$ cat src/rtl/imem_ctrl_pkg.sv
// -----------------------------------------------------------------------------
// imem_ctrl_pkg
// Types and defaults for the CPU instruction-memory controller.
//   imem_state_e      : controller FSM states (IDLE, REQ, WAIT, FILL)
//   NOP_INSTR_DEFAULT : instruction word driven when nothing valid is present
// -----------------------------------------------------------------------------
package imem_ctrl_pkg;

  typedef enum logic [1:0] {
    ST_IDLE = 2'd0,
    ST_REQ  = 2'd1,
    ST_WAIT = 2'd2,
    ST_FILL = 2'd3
  } imem_state_e;

  localparam logic [31:0] NOP_INSTR_DEFAULT = 32'h0000_0000;

endpackage

$ cat src/rtl/imem_ctrl_line_array.sv
// -----------------------------------------------------------------------------
// imem_line_array
// Tag/data/valid storage for a direct-mapped, one-word-per-line cache.
// Ports:
//   clk, rst_n          : clock, asynchronous active-low reset (valid bits only)
//   clear_all           : clear every valid bit on the next edge
//   wr_en/wr_idx/wr_tag/wr_data : single write port; sets the line valid
//   rd_idx              : combinational read index
//   rd_valid/rd_tag/rd_data     : contents of line rd_idx (pre-write values
//                                 during a same-cycle write)
// -----------------------------------------------------------------------------
module imem_line_array #(
  parameter int LINES = 16,
  parameter int IDX_W = $clog2(LINES),
  parameter int TAG_W = 30 - IDX_W
) (
  input  logic             clk,
  input  logic             rst_n,
  input  logic             clear_all,
  input  logic             wr_en,
  input  logic [IDX_W-1:0] wr_idx,
  input  logic [TAG_W-1:0] wr_tag,
  input  logic [31:0]      wr_data,
  input  logic [IDX_W-1:0] rd_idx,
  output logic             rd_valid,
  output logic [TAG_W-1:0] rd_tag,
  output logic [31:0]      rd_data
);

  logic [LINES-1:0] valid_reg;
  logic [TAG_W-1:0] tag_mem  [LINES];
  logic [31:0]      data_mem [LINES];

  // The fill write takes priority over a bulk clear for its own line.
  always_ff @(posedge clk or negedge rst_n) begin
    if (!rst_n) begin
      valid_reg <= '0;
    end else begin
      for (int i = 0; i < LINES; i++) begin
        if (wr_en && (wr_idx == IDX_W'(i))) begin
          valid_reg[i] <= 1'b1;
        end else if (clear_all) begin
          valid_reg[i] <= 1'b0;
        end
      end
    end
  end

  // Tag and data need no reset: a line is only trusted when its valid bit is set.
  always_ff @(posedge clk) begin
    if (wr_en) begin
      tag_mem[wr_idx]  <= wr_tag;
      data_mem[wr_idx] <= wr_data;
    end
  end

  assign rd_valid = valid_reg[rd_idx];
  assign rd_tag   = tag_mem[rd_idx];
  assign rd_data  = data_mem[rd_idx];

endmodule

$ cat src/rtl/imem_ctrl.sv
// -----------------------------------------------------------------------------
// imem_ctrl
// Instruction-fetch controller with a direct-mapped one-word-per-line cache.
// Hits return the line one cycle later; misses fetch one word from memory
// (REQ -> WAIT -> FILL) while stalling the pipeline.
// Ports:
//   clk, rst_n            : clock, asynchronous active-low reset
//   fetch_addr, fetch_en  : fetch byte address and its qualifier
//   flush                 : kill any in-flight fetch output
//   invalidate            : clear all line valid bits
//   instr, instr_valid    : fetched instruction and qualifier
//   imem_stall            : stall request to the hazard unit
//   mem_rd_*              : memory read request / grant / response
// -----------------------------------------------------------------------------
module imem_ctrl
  import imem_ctrl_pkg::*;
#(
  parameter int          LINES     = 16,
  parameter logic [31:0] NOP_INSTR = NOP_INSTR_DEFAULT
) (
  input  logic        clk,
  input  logic        rst_n,
  input  logic [31:0] fetch_addr,
  input  logic        fetch_en,
  input  logic        flush,
  input  logic        invalidate,
  output logic [31:0] instr,
  output logic        instr_valid,
  output logic        imem_stall,
  output logic        mem_rd_req,
  output logic [31:0] mem_rd_addr,
  input  logic        mem_rd_gnt,
  input  logic        mem_rd_valid,
  input  logic [31:0] mem_rd_data
);

  localparam int IDX_W = $clog2(LINES);
  localparam int TAG_W = 30 - IDX_W;

  imem_state_e state_reg, state_next;
  logic        kill_reg;
  logic [31:0] addr_reg;
  logic [31:0] data_reg;
  logic        hit_valid_reg;
  logic [31:0] hit_data_reg;

  logic             line_valid;
  logic [TAG_W-1:0] line_tag;
  logic [31:0]      line_data;
  logic             lookup;
  logic             hit;
  logic             capture;
  logic             stall;
  logic             fill_kill;

  imem_line_array #(
    .LINES (LINES),
    .IDX_W (IDX_W),
    .TAG_W (TAG_W)
  ) u_lines (
    .clk       (clk),
    .rst_n     (rst_n),
    .clear_all (invalidate),
    .wr_en     (state_reg == ST_FILL),
    .wr_idx    (addr_reg[IDX_W+1:2]),
    .wr_tag    (addr_reg[31:IDX_W+2]),
    .wr_data   (data_reg),
    .rd_idx    (fetch_addr[IDX_W+1:2]),
    .rd_valid  (line_valid),
    .rd_tag    (line_tag),
    .rd_data   (line_data)
  );

  assign lookup = (state_reg == ST_IDLE) && fetch_en;
  assign hit    = line_valid && (line_tag == fetch_addr[31:IDX_W+2]);

  always_comb begin
    state_next = state_reg;
    capture    = 1'b0;
    stall      = 1'b0;
    mem_rd_req = 1'b0;
    case (state_reg)
      ST_IDLE: begin
        if (fetch_en && !hit) begin
          stall      = 1'b1;
          state_next = ST_REQ;
        end
      end
      ST_REQ: begin
        stall      = 1'b1;
        mem_rd_req = 1'b1;
        if (mem_rd_gnt) begin
          capture    = mem_rd_valid;
          state_next = mem_rd_valid ? ST_FILL : ST_WAIT;
        end
      end
      ST_WAIT: begin
        stall = 1'b1;
        if (mem_rd_valid) begin
          capture    = 1'b1;
          state_next = ST_FILL;
        end
      end
      ST_FILL: begin
        state_next = ST_IDLE;
      end
      default: state_next = ST_IDLE;
    endcase
  end

  // Stall is forced low while reset is asserted, even with a pending miss.
  assign imem_stall  = rst_n && stall;
  assign mem_rd_addr = addr_reg;

  // A flush arriving in the FILL cycle itself also kills that cycle's output.
  assign fill_kill = kill_reg || flush;

  always_comb begin
    instr       = NOP_INSTR;
    instr_valid = 1'b0;
    if (state_reg == ST_FILL) begin
      if (!fill_kill) begin
        instr       = data_reg;
        instr_valid = 1'b1;
      end
    end else if (hit_valid_reg) begin
      instr       = hit_data_reg;
      instr_valid = 1'b1;
    end
  end

  always_ff @(posedge clk or negedge rst_n) begin
    if (!rst_n) begin
      state_reg     <= ST_IDLE;
      kill_reg      <= 1'b0;
      addr_reg      <= '0;
      data_reg      <= '0;
      hit_valid_reg <= 1'b0;
      hit_data_reg  <= NOP_INSTR;
    end else begin
      state_reg <= state_next;

      if (state_reg == ST_FILL) begin
        kill_reg <= 1'b0;
      end else if (flush && (state_reg != ST_IDLE)) begin
        kill_reg <= 1'b1;
      end

      if (lookup && !hit) begin
        addr_reg <= fetch_addr & 32'hFFFF_FFFC;
      end

      if (capture) begin
        data_reg <= mem_rd_data;
      end

      hit_valid_reg <= lookup && hit && !flush;
      if (lookup && hit) begin
        hit_data_reg <= line_data;
      end
    end
  end

endmodule

$ cat config.mk
export PLATFORM = sky130hd
export DESIGN_NAME = imem_ctrl
export DESIGN_NICKNAME = d
export VERILOG_FILES = /design/src/rtl/imem_ctrl_pkg.sv /design/src/rtl/imem_ctrl_line_array.sv /design/src/rtl/imem_ctrl.sv
export SDC_FILE = /design/constraint.sdc
export NUM_CORES = 1
export LEC_CHECK = 0
export BUFFER_PORTS_ARGS = -buffer_cell sky130_fd_sc_hd__clkbuf_2
export CELL_PAD_IN_SITES_DETAIL_PLACEMENT = 1
export CELL_PAD_IN_SITES_GLOBAL_PLACEMENT = 2
export CORE_MARGIN = 2
export CORE_UTILIZATION = 45
export CTS_CLUSTER_DIAMETER = 40
export DETAILED_ROUTE_END_ITERATION = 10
export GPL_TIMING_DRIVEN = 0
export PLACE_DENSITY_LB_ADDON = 0.3
export SYNTH_ARGS = -nofsm -noshare
export SYNTH_HDL_FRONTEND = slang
export SYNTH_SLANG_ARGS = --single-unit
$ cat constraint.sdc
create_clock -name clk -period 8.69 [get_ports clk]
set_input_delay 0.4345 -clock clk [delete_from_list [all_inputs] [get_ports clk]]
set_output_delay 0.4345 -clock clk [all_outputs]
set_load 0.1 [all_outputs]
==> impl_metrics.prom <==
# TYPE chip_impl_metric gauge
chip_impl_info{name="synth_top_cells_by_count",value="sky130_fd_sc_hd__edfxtp_1 (928), sky130_fd_sc_hd__mux4_2 (254), sky130_fd_sc_hd__dfrtp_1 (114)"} 1
chip_impl_metric{name="n_antenna_cell",unit=""} 0
chip_impl_info{name="grt_setup_unrepaired",value="no"} 1
chip_impl_metric{name="numClockSinks",unit=""} 1042
chip_impl_metric{name="yosys.area.top_type_share",unit=""} 0.686
chip_impl_metric{name="final_critical_path_setup_slack",unit="ns"} 2.83
chip_impl_metric{name="drv_slew",unit=""} 0
chip_impl_metric{name="place_worst_setup_slack",unit="ns"} 2.89
chip_impl_metric{name="synth_cell_type_count",unit=""} 61
chip_impl_metric{name="grt_remaining_overflow",unit=""} 0
chip_impl_metric{name="cts.repair.resized",unit=""} 0
chip_impl_metric{name="drt_first_iter_violations",unit=""} 2177
chip_impl_info{name="cpLargestDelayFamily",value="buffers and inverters"} 1
chip_impl_info{name="synth.top_cells.by_area",value="sky130_fd_sc_hd__edfxtp_1 (69%), sky130_fd_sc_hd__mux4_2 (14%), sky130_fd_sc_hd__dfrtp_1 (7.0%)"} 1
chip_impl_metric{name="syn_area",unit="um^2"} 40600
chip_impl_metric{name="grt_usage",unit=""} 0.247
chip_impl_metric{name="ys_seq_area_frac",unit=""} 0.756
chip_impl_metric{name="sequential_power_share",unit=""} 0.485
chip_impl_metric{name="remaining_drc_errors",unit=""} 0
chip_impl_metric{name="yosys_register_bits",unit=""} 1042
chip_impl_info{name="timing.critical_path.slowest_stage_cell",value="sky130_fd_sc_hd__buf_1"} 1
chip_impl_metric{name="cts_max_level",unit=""} 4
chip_impl_metric{name="worst-endpoint-arrival",unit="ns"} 5.42
chip_impl_metric{name="cts.hold.buffers_added",unit=""} 45
chip_impl_info{name="worst_setup_path_start_kind",value="input pin"} 1
chip_impl_metric{name="die_height",unit="um"} 304
chip_impl_info{name="critical_path.cell_chain",value="buf_2 -> buf_6 -> buf_4 -> buf_4 -> buf_2 -> buf_1 -> o31ai_1 -> and4_1 -> a31o_2 -> buf_4 -> a21oi_1 -> clkbuf_2"} 1
chip_impl_metric{name="p_switching",unit="uW"} 4570
chip_impl_metric{name="post_detailed_route_count_of_antenna_violating_nets",unit=""} 0
chip_impl_metric{name="cts.path.max_buffers",unit=""} 3
chip_impl_metric{name="p_leak",unit="uW"} 0.0170
chip_impl_metric{name="slew_headroom",unit=""} 0.157
chip_impl_metric{name="numCtsBuffers",unit=""} 132
chip_impl_info{name="cp_common_cell",value="sky130_fd_sc_hd__buf_4"} 1
chip_impl_metric{name="port_buffers",unit=""} 131
chip_impl_metric{name="areaGrowthSynthToFinish",unit="%"} 20.6
chip_impl_metric{name="synth_edf_count",unit=""} 928
chip_impl_metric{name="die_area",unit="um^2"} 92700
chip_impl_info{name="crit_path_end_kind",value="primary output"} 1
chip_impl_metric{name="period_share",unit=""} 0.674
chip_impl_metric{name="final_nets",unit=""} 2281
chip_impl_metric{name="io_pins",unit=""} 138
chip_impl_metric{name="worst_skew_pair.late_latency",unit="ns"} 0.74
chip_impl_info{name="min_path_type",value="input pin to register"} 1
chip_impl_metric{name="timing.clock.skew",unit="ns"} 0.0311
chip_impl_metric{name="final-hold-violation-count",unit=""} 0
chip_impl_metric{name="power.combinational.fraction",unit=""} 0.151
chip_impl_metric{name="power.clock.fraction",unit=""} 0.363
chip_impl_metric{name="floorplan.initialDensity",unit=""} 0.453
chip_impl_info{name="regToRegStartpoint",value="u_lines.tag_mem[13][10]"} 1
chip_impl_metric{name="max_cap_viol_count",unit=""} 0
chip_impl_info{name="yosys_most_used_dff",value="sky130_fd_sc_hd__edfxtp_1"} 1
chip_impl_metric{name="tightest_slew",unit="ns"} 1.26
chip_impl_metric{name="place_inst",unit=""} 3203
chip_impl_metric{name="grt_start_max_net_pins",unit=""} 85
chip_impl_metric{name="initial_antenna_violation_count",unit=""} 2
chip_impl_metric{name="routed_wirelength",unit="um"} 112000
chip_impl_metric{name="cp.buffers_inverters",unit=""} 8
chip_impl_info{name="registers.top_by_ff_count",value="u_lines.data_mem"} 1
chip_impl_metric{name="avgSynthCellArea",unit="um^2"} 22.4
chip_impl_metric{name="final_layout_size_suffix_gt1_frac",unit=""} 0.366
chip_impl_metric{name="finalWeightedCongestion",unit=""} 0.742
chip_impl_info{name="biggestRegsByFlops",value="u_lines.data_mem (512), u_lines.tag_mem (416)"} 1
chip_impl_metric{name="coreArea",unit="um^2"} 89700
chip_impl_metric{name="netlist_instances",unit=""} 1817
chip_impl_metric{name="intPower",unit="uW"} 10700
chip_impl_metric{name="p_per_area",unit="nW/um^2"} 312
chip_impl_metric{name="power.switching_fraction",unit=""} 0.299
chip_impl_info{name="cts_root_buffer",value="sky130_fd_sc_hd__clkbuf_16"} 1
chip_impl_info{name="timing.critical_path.from",value="fetch_addr[3]"} 1
chip_impl_metric{name="worst_ep_required_time",unit="ns"} 8.26
chip_impl_metric{name="setup_viol_count_final",unit=""} 0
chip_impl_info{name="synthDominantAreaCellType",value="sky130_fd_sc_hd__edfxtp_1"} 1
chip_impl_metric{name="place.detailed.hpwl",unit="um"} 70400
chip_impl_metric{name="max_stage_delay",unit="ns"} 0.93
chip_impl_metric{name="largest_register_ffs",unit=""} 512
chip_impl_metric{name="cts.repair_timing.setup_buffer_count",unit=""} 0
chip_impl_metric{name="drt-vias-per-instance",unit=""} 5.95
chip_impl_metric{name="synthArstFlopShare",unit=""} 0.109
chip_impl_metric{name="finalPower",unit="uW"} 15300
chip_impl_metric{name="clock.fmax",unit="GHz"} 0.171
chip_impl_info{name="hold_path_startpoint",value="fetch_addr[17]"} 1
chip_impl_metric{name="drt-wirelength-per-cell",unit="um"} 32.1
chip_impl_metric{name="max-vdd-ir-drop",unit="mV"} 0.212
chip_impl_info{name="post-synth-top-count-cell",value="sky130_fd_sc_hd__edfxtp_1"} 1
chip_impl_metric{name="placementRows",unit=""} 110
chip_impl_metric{name="drt_pre_antenna_iters",unit=""} 5
chip_impl_info{name="run_status",value="complete, no violations"} 1
chip_impl_info{name="cts_tree",value="done"} 1
chip_impl_metric{name="global_route_wire_length_before_repair",unit="um"} 162000
chip_impl_metric{name="die_w",unit="um"} 304
chip_impl_metric{name="final_period_minus_worst_setup_slack",unit="ns"} 5.86
chip_impl_info{name="critPathKind",value="input pin to primary output"} 1
chip_impl_metric{name="ys.warnings.count",unit=""} 0
chip_impl_metric{name="maximum_fanout_count_along_the_critical_path",unit=""} 10
chip_impl_metric{name="vias",unit=""} 20800
chip_impl_metric{name="clk_pin_slew_worst_paths",unit="ns"} 0.05
chip_impl_metric{name="first_global_vias",unit=""} 22700
chip_impl_metric{name="instances_no_fill",unit=""} 3493
[worst register-to-register path, cell delays in order, from the launching register on]
cell and delay, ns:
sky130_fd_sc_hd__edfxtp_1 0.38, sky130_fd_sc_hd__mux4_2 0.47, sky130_fd_sc_hd__mux4_2 0.52, sky130_fd_sc_hd__xnor2_1 0.15
sky130_fd_sc_hd__nand2_1 0.07, sky130_fd_sc_hd__nor4bb_1 0.76, sky130_fd_sc_hd__and3_4 0.38, sky130_fd_sc_hd__a31o_2 0.27
sky130_fd_sc_hd__buf_4 0.36, sky130_fd_sc_hd__mux2_2 0.39
[metal layers]
metal / vias up / GRT usage / wire (um)
met5: - / 0 / 18
met4: 4 / 0.0710 / 2490
met3: 176 / 0.0581 / 8930
met2: 920 / 0.391 / 54100
met1: 11300 / 0.344 / 46600
li1: 8413 / - / -
[cells in the final DEF, fill, tap and decap left out, types with 8 or more instances in the layout]
master / count
sky130_fd_sc_hd__edfxtp_1: 928
sky130_fd_sc_hd__mux4_2: 254
sky130_fd_sc_hd__clkbuf_16: 134
sky130_fd_sc_hd__clkbuf_2: 130
sky130_fd_sc_hd__dfrtp_1: 114
sky130_fd_sc_hd__mux2_2: 69
sky130_fd_sc_hd__clkbuf_1: 67
sky130_fd_sc_hd__mux2i_1: 63
sky130_fd_sc_hd__buf_6: 47
sky130_fd_sc_hd__dlygate4sd3_1: 45
sky130_fd_sc_hd__a22o_1: 35
sky130_fd_sc_hd__mux2_4: 29
sky130_fd_sc_hd__buf_2: 27
sky130_fd_sc_hd__buf_4: 20
sky130_fd_sc_hd__xnor2_1: 18
sky130_fd_sc_hd__inv_6: 18
sky130_fd_sc_hd__buf_12: 18
sky130_fd_sc_hd__a21o_1: 17
sky130_fd_sc_hd__nor2_1: 16
sky130_fd_sc_hd__xor2_1: 16
sky130_fd_sc_hd__nand2_1: 15
sky130_fd_sc_hd__o21ai_0: 14
sky130_fd_sc_hd__bufinv_16: 14
sky130_fd_sc_hd__clkinvlp_4: 12
sky130_fd_sc_hd__clkbuf_8: 11
sky130_fd_sc_hd__inv_1: 10
sky130_fd_sc_hd__a22oi_1: 10
sky130_fd_sc_hd__clkinv_2: 10
sky130_fd_sc_hd__buf_8: 9
sky130_fd_sc_hd__a21oi_1: 9
sky130_fd_sc_hd__buf_16: 9
sky130_fd_sc_hd__nor2_4: 8
sky130_fd_sc_hd__nor3_1: 8
[metrics by stage]
| step | hold slack (ns) | cell area (um^2) | util | TNS [ns] |
|---|---|---|---|---|
| floorplan | 0.139 | 40600 | - | 0 |
| global placement | 0.457 | 42800 | 0.477 | -1237.41 |
| detailed placement | 0.399 | 44100 | 0.491 | 0 |
| CTS | 0.00188 | 49000 | 0.546 | 0 |
| global route | 0.0250 | 49000 | 0.546 | 0 |
| finish | 0.0404 | 49000 | 0.546 | 0 |
[area by class of cell]
cell class,count,area [um^2]
plain buffers,96,529
inverters,12,45.0
multi-input cells,668,9450
clock buffers,171,3590
clock inverters,74,891
fillers,7740,40700
flip-flops and latches,1042,30700
well taps,1176,1470
repair buffers,254,2310
[final timing paths]
kind,slack [ns],to,cells past startpoint
hold / removal,0.04,mem_rd_addr[17],2
setup reg to reg,4.80,mem_rd_addr[16],9
hold reg to reg,0.48,u_lines.valid_reg[15],1
max in group asynchronous,7.53,state_reg[0],3
min in group asynchronous,0.20,hit_data_reg[3],2
setup / recovery,2.83,imem_stall,12
[cells by family (layout without fill, tap and decap cells)]
group	count (synthesis)	count (layout)	share of synthesized area
other	1	2	0.0000923
adder cells (fa/ha/maj)	4	4	0.00123
multiplexers	416	416	0.187
XOR/XNOR	34	34	0.00733
AND/OR/NAND/NOR	99	99	0.0135
flip-flops	1042	1042	0.756
AO/OA/AOI/OAI	113	113	0.0208
buffers and inverters	108	607	0.0141
[power groups by stage]
stage / sequential (uW) / clock (uW) / combinational, uW
floorplan: 7760 / 0 / 1030
global placement: 7490 / 0 / 2120
detailed placement: 7520 / 0 / 2300
CTS: 7420 / 5620 / 2330
global route: 7540 / 5830 / 2400
finish: 7420 / 5550 / 2320
No activity file was read; power rests on OpenSTA's default activity.
